<file path="src/rtl/bsg_slot_scheduler_rr.sv">
`default_nettype none
// ============================================================================
//  Module   : bsg_slot_scheduler_rr
//  Purpose  : Round-robin time-slot arbiter; each grant lasts at most
//             slot_cycles_p enabled cycles, ending early on release/drop.
//  Revision : 1.0 - initial release
// ============================================================================
module bsg_slot_scheduler_rr #(
    parameter  int els_p         = 4,
    parameter  int slot_cycles_p = 8,
    localparam int id_width_lp   = (els_p > 1) ? $clog2(els_p) : 1,
    localparam int cnt_width_lp  = (slot_cycles_p > 1) ? $clog2(slot_cycles_p) : 1
) (
    input  logic                    clk_i,
    input  logic                    reset_n_i,
    input  logic                    en_i,
    input  logic [els_p-1:0]        reqs_i,
    input  logic                    release_i,
    output logic [els_p-1:0]        grants_o,
    output logic [id_width_lp-1:0]  slot_id_o,
    output logic [cnt_width_lp-1:0] slot_count_o,
    output logic                    slot_last_o,
    output logic                    busy_o
);

    localparam logic [cnt_width_lp-1:0] c_last_count = cnt_width_lp'(slot_cycles_p - 1);
    localparam logic [els_p-1:0]        c_one        = {{(els_p-1){1'b0}}, 1'b1};

    typedef enum logic [0:0] {
        ST_IDLE  = 1'b0,
        ST_GRANT = 1'b1
    } state_e;

    state_e                  r_state;
    state_e                  w_state_next;
    logic [els_p-1:0]        r_grants;
    logic [els_p-1:0]        w_grants_next;
    logic [id_width_lp-1:0]  r_slot_id;
    logic [id_width_lp-1:0]  w_slot_id_next;
    logic [cnt_width_lp-1:0] r_slot_count;
    logic [cnt_width_lp-1:0] w_slot_count_next;
    // Set by reset so the very first search starts at requester 0.
    logic                    r_fresh;
    logic                    w_fresh_next;

    logic [els_p-1:0]        w_owner_oh;
    logic [els_p-1:0]        w_elig;
    logic [els_p-1:0]        w_pick_oh;
    logic [id_width_lp-1:0]  w_pick;
    logic [id_width_lp-1:0]  w_cand;
    logic                    w_found;
    logic                    w_at_last;
    logic                    w_slot_end;
    int                      w_start;

    assign w_owner_oh = c_one << r_slot_id;
    assign w_pick_oh  = c_one << w_pick;
    assign w_at_last  = (r_slot_count == c_last_count);
    assign w_slot_end = release_i | ~reqs_i[r_slot_id] | w_at_last;

    // Scan from the start point outward; the owner naturally lands last
    // because the search begins one past it.
    always_comb begin
        w_start = (r_state == ST_IDLE && r_fresh) ? 0 : ((int'(r_slot_id) + 1) % els_p);
        w_elig  = (r_state == ST_GRANT && release_i) ? (reqs_i & ~w_owner_oh) : reqs_i;
        w_found = 1'b0;
        w_pick  = '0;
        w_cand  = '0;
        for (int i = els_p - 1; i >= 0; i--) begin
            w_cand = id_width_lp'((w_start + i) % els_p);
            if (w_elig[w_cand]) begin
                w_found = 1'b1;
                w_pick  = w_cand;
            end
        end
    end

    always_comb begin
        w_state_next      = r_state;
        w_grants_next     = r_grants;
        w_slot_id_next    = r_slot_id;
        w_slot_count_next = r_slot_count;
        w_fresh_next      = r_fresh;
        if (en_i) begin
            case (r_state)
                ST_IDLE: begin
                    if (w_found) begin
                        w_state_next      = ST_GRANT;
                        w_grants_next     = w_pick_oh;
                        w_slot_id_next    = w_pick;
                        w_slot_count_next = '0;
                        w_fresh_next      = 1'b0;
                    end
                end
                ST_GRANT: begin
                    if (!w_slot_end) begin
                        w_slot_count_next = r_slot_count + cnt_width_lp'(1);
                    end else if (w_found) begin
                        w_grants_next     = w_pick_oh;
                        w_slot_id_next    = w_pick;
                        w_slot_count_next = '0;
                    end else begin
                        w_state_next      = ST_IDLE;
                        w_grants_next     = '0;
                        w_slot_count_next = '0;
                    end
                end
                default: begin
                    w_state_next  = ST_IDLE;
                    w_grants_next = '0;
                end
            endcase
        end
    end

    always_ff @(posedge clk_i or negedge reset_n_i) begin
        if (!reset_n_i) begin
            r_state      <= ST_IDLE;
            r_grants     <= '0;
            r_slot_id    <= '0;
            r_slot_count <= '0;
            r_fresh      <= 1'b1;
        end else begin
            r_state      <= w_state_next;
            r_grants     <= w_grants_next;
            r_slot_id    <= w_slot_id_next;
            r_slot_count <= w_slot_count_next;
            r_fresh      <= w_fresh_next;
        end
    end

    assign grants_o     = r_grants;
    assign slot_id_o    = r_slot_id;
    assign slot_count_o = r_slot_count;
    assign busy_o       = (r_state == ST_GRANT);
    assign slot_last_o  = (r_state == ST_GRANT) && w_at_last;

endmodule
`default_nettype wire

</file>
<file path="config.mk">
export PLATFORM = sky130hd
export DESIGN_NAME = bsg_slot_scheduler_rr
export DESIGN_NICKNAME = d
export VERILOG_FILES = /design/src/rtl/bsg_slot_scheduler_rr.sv
export SDC_FILE = /design/constraint.sdc
export NUM_CORES = 1
export LEC_CHECK = 0
export CELL_PAD_IN_SITES_DETAIL_PLACEMENT = 2
export CELL_PAD_IN_SITES_GLOBAL_PLACEMENT = 2
export CORE_ASPECT_RATIO = 0.8
export CORE_MARGIN = 3
export CORE_UTILIZATION = 33
export DETAILED_ROUTE_END_ITERATION = 6
export PLACE_DENSITY = 0.89
export SKIP_CTS_REPAIR_TIMING = 1
export SLEW_MARGIN = 25
export SYNTH_ARGS = -nofsm -noshare
export SYNTH_HDL_FRONTEND = slang
export SYNTH_SLANG_ARGS = --single-unit
</file>
<file path="constraint.sdc">
create_clock -name clk_i -period 4.2 [get_ports clk_i]
set_input_delay 0.84 -clock clk_i [delete_from_list [all_inputs] [get_ports clk_i]]
set_output_delay 0.84 -clock clk_i [all_outputs]
set_load 0.02 [all_outputs]
</file>
=== After elaboration in Yosys (flattened, before gate mapping) ===
Index checks and enable logic that the tools add are counted.

* Bits in registers: 11

* Shift-type cells: 2
* Equal/unequal tests: 3
* Multiplexer cells: 33
* Add/sub/neg operators: 5
* Order comparisons: 5
* Reduce and logical (&&, ||, !) cells: 7
* Bitwise logic cells: 6

{| class="wikitable"
|+ Operators with widths
! cell !! number
|-
| $mux 4 || 4
|-
| $lt 2x3->1 const B || 5
|-
| $mux 2 || 7
|-
| $mux 1 || 11
|-
| $bmux 1 s2 || 5
|-
| $pmux 4 s2 || 1
|-
| $shl 1x2->4 const A || 2
|-
| $mux 3 || 2
|-
| $pmux 3 s2 || 1
|-
| $reduce_and 3->1 || 2
|-
| $add 2x1->2 const B || 2
|-
| $add 2x2->2 const B || 2
|-
| $and 4x4->4 || 1
|-
| $not 4->4 || 1
|-
| $pmux 2 s2 || 1
|-
| $reduce_and 2->1 || 2
|-
| $add 3x1->3 const B || 1
|-
| $eq 3x3->1 const B || 1
|-
| $logic_and 1x1->1 || 3
|-
| $ne 2x1->1 const B || 1
|-
| $ne 2x2->1 const B || 1
|-
| $not 1->1 || 2
|-
| $or 1x1->1 || 2
|-
| $pmux 1 s2 || 1
|}

=== Logic depth before layout (Yosys ltp) ===
* Word-level depth: 14
* Depth in mapped cells: 8
* Depth with buffers taken out: 7

=== Worst setup path before layout ===
OpenSTA, ideal clock, no wires.

* Path type: reg2reg
* From: register r_slot_id[0], in the netlist slot_id_o[0]
* To: register r_grants[3], in the netlist grants_o[3]
* Path buffers: 1
* Path slack: 1914 ps
* Arrival: 2164 ps
* Cell stages (with the launch flop): 9
* Data required time: 4078 ps
* Path through: dfrtp_1 > clkbuf_1 > inv_1 > ha_1 > inv_1 > a211o_1 > o221a_2 > o2111a_1 > a32o_1

* Longest elaborated chain between the ends: 14
* Elaborated cells on any way between the ends: 38
* Classes of those cells: add/sub: 4; eq/ne: 2; shift: 2; mux: 24; bitwise: 5; reduce/logical: 1

{| class="wikitable"
|+ RTL lines
! item !! RTL line !! text
|-
| from (decl) || 38 || <nowiki>logic [id_width_lp-1:0] r_slot_id;</nowiki>
|-
| from (signal assigned) || 126 || <nowiki>r_slot_id <= w_slot_id_next;</nowiki>
|-
| parallel branches: the longest is 14 deep, another holds $add 2x1->2 || -- ||
|-
| to (signal assigned) || 125 || <nowiki>r_grants <= w_grants_next;</nowiki>
|-
| to (decl) || 36 || <nowiki>logic [els_p-1:0] r_grants;</nowiki>
|}

Several ways; the timed one is not identified. The select of a mux whose other input is x is not followed.
A chain may end at the register's enable or synchronous reset.

=== Final worst setup path ===
* From: register r_slot_count[0], in the netlist slot_count_o[0]
* To: output slot_last_o

* Longest elaborated chain between the ends: 2

{| class="wikitable"
|+ RTL lines
! item !! RTL line !! text
|-
| from (decl) || 40 || <nowiki>logic [cnt_width_lp-1:0] r_slot_count;</nowiki>
|-
| from (signal assigned) || 127 || <nowiki>r_slot_count <= w_slot_count_next;</nowiki>
|-
| $eq 3x3->1 || 58 || <nowiki>assign w_at_last = (r_slot_count == c_last_count);</nowiki>
|-
| $logic_and 1x1->1 || 136 || <nowiki>assign slot_last_o = (r_state == ST_GRANT) && w_at_last;</nowiki>
|-
| to (decl) || 22 || <nowiki>output logic slot_last_o,</nowiki>
|}

No other way between the ends.

==> impl_metrics.ini <==
[status]
status = finished clean

[setup_path]
endpoint_kind = primary output
r2r-start = slot_id_o[0]
regToRegSetupSlack_ps = 1680
critPathMaxFanout = 3
crit_arrival_ps = 1820
path_class = reg -> out
crit_end = slot_last_o
cp-startpoint = slot_count_o[0]
reg2reg_depth = 7
required_ps = 3360
setup.worst_path.start_class = flop
rr_endpoint = grants_o[2]

[hold_path]
hp-class = reg -> reg

[detailed_routing]
postRouteWirelength_um = 2820
vias = 818
drc = 0
ant_nets = 0
drtIter0Drc = 58
first_pass_iters = 6
drt-vias-per-instance = 5.80
detail_route.wl_per_cell_um = 20.0

[synth]
syn_nets = 101
yosys-top-cells-count = dfrtp_1, inv_1, ha_1, nor2_1, nand3_1
yosysTopAreaCell = dfrtp_1
syn-cell-area_sq_um = 895
synthSimpleGateAreaFrac_pct = 16.6
synthTopCellsByArea = dfrtp_1, ha_1, a22o_1
synth_top_family_by_area = compound AO/OA/AOI/OAI gates
yosysTopAreaCellShare_pct = 28.0
synth-compound-area-share_pct = 32.4
ys.flop_type = dfrtp_1
syn_area_per_cell_sq_um = 10.3
yosys.area_share.xor_xnor_pct = 0
synthAdderAreaFrac_pct = 8.39
synth_mux_area_share_pct = 4.90
yosysWarnings = 0
ys_seq_area_share_pct = 30.9
yosys.cell_count.top_type = dfrtp_1
ys_async_sr_fraction_pct = 100
ys_ff_latch = 11
synth_edf_count = 0
synth.distinct_cells = 40
syn_inst = 87

[clock_tree]
path_clk_slew_ps = 70
htreeDepth = 1
cts_tree = built
cts_root_buf = clkbuf_4
cts_buffer_depth = 2
clk_latency_ps = 280
cts.sinks = 11
cts_buffers = 3

[floorplan]
core_sq_um = 2520
die_y_um = 52.6
dieWidth_um = 64.2
initial_core_util_pct = 35.5
num_rows = 16
dieArea_sq_um = 3380
io_pins = 19

[sta]
setup_tns_ps = 0
rsz0062_at_grt = no
relSlewSlack_pct = 66.7
fin_crit_sh_pct = 63.2
skew_ps = 1.17
holdWs_ps = 484
hold_violations = 0
fin_crit_ps = 2660
setup_viol = 0
tightest_slew_ps = 498
timing.fmax_ghz = 0.376
setup_ws_ps = 1540
drv_slew = 0

[pwr]
worst_ir_drop_vdd_uv = 265
p_total_uw = 689
p_per_area_nw_per_um2 = 619
p_sw_share_pct = 47.0
switching_power_uw = 324
p_int_uw = 365
p_leak_uw = 0.000474
clkPwrFrac_pct = 11.0
comb_power_share_pct = 63.2
power_frac_seq_pct = 25.8

[final_layout]
diodes = 0
utilization_pct = 44.1
syn2layout_area_growth_pct = 24.5
final_nets = 120
drive_above_1_share_pct = 14.3

[place]
pre_cts_ws_ps = 1320
gp_congestion = 0.927
portBuffers = 18
dpl.hpwl_um = 2220

[grt]
overflow = 0
grt_pass1_wl_um = 4810
antenna_found_initial = 0
gr-usage-all-layers_pct = 19.6
grt_pass1_vias = 883
grt_max_degree = 15

[run]
maxCapViolCount = 0
==> cell families (layout without fill, tap and decap cells) <==
| family | count (synthesis) | count (layout) |
|---|---|---|
| DFF | 11 | 11 |
| adders and majority gates | 6 | 6 |
| AOI/OAI and AO/OA | 30 | 30 |
| muxes | 3 | 3 |
| buffers and inverters | 11 | 29 |
| and+or+nand+nor | 26 | 26 |
==> state kept, by name, indices dropped and copies added (netlist names) <==
signal        cells
grants_o          4
slot_count_o      3
slot_id_o         2
busy_o            1
r_fresh           1
==> power by group through the flow <==
stage	Clock, uW	Combinational [uW]	Sequential [uW]
finish	75.9	436	178
global route	85.7	474	187
CTS	79.2	436	178
detailed placement	0	430	181
global placement	0	411	178
floorplan	0	269	193
==> stage by stage <==
stage          instance area (sq um)  cells
2_1_floorplan                    895     87
3_3_place_gp                    1090    137
3_5_place_dp                    1090    137
4_1_cts                         1110    141
5_1_grt                         1110    141
6_report                        1110    141
==> worst max-delay path: stages (launching register included) <==
cell and delay (ps):
dfrtp_1 410, ha_1 210, ha_1 210, and2_1 170
clkdlybuf4s50_1 530
==> final cells by class <==
cell class | count | area [sq um]
Multi-Input combinational cell | 65 | 558
Fill cell | 281 | 1410
Tap cell | 36 | 45.0
Timing Repair Buffer | 18 | 180
Sequential cell | 11 | 277
Clock buffer | 3 | 22.5
Clock inverter | 1 | 5.00
Inverter | 7 | 26.3
==> layout by cell type (no fill, tap or decap), drive strengths merged, types with 2 or more instances in the layout <==
cell type	n
inv	7
o21ai	2
nand3	6
a22o	4
o221ai	2
a211o	3
clkdlybuf4s50	18
o211ai	2
a21oi	4
nand4	3
dfrtp	10
ha	6
nor2	6
a32o	2
and2	2
clkbuf	3
nand2b	4
a221o	2
==> worst min path at each step <==
stage / from / end / slack [ps] / cells past startpoint
6_report: r_fresh / r_fresh / 480 / 1
4_1_cts: r_fresh / r_fresh / 480 / 1
2_1_floorplan: r_fresh / r_fresh / 450 / 1
3_3_place_gp: r_fresh / r_fresh / 470 / 1
3_5_place_dp: r_fresh / r_fresh / 470 / 1
5_1_grt: r_fresh / r_fresh / 500 / 1
==> per-layer routing <==
layer	global-route usage [%]	up-vias	wire (um)
li1	-	375	-
met1	25.0	421	1310
met2	31.7	15	1380
met3	5.36	7	87
met4	7.37	0	49
met5	0	-	0
Note: power is estimated with default switching activity, not from simulation.
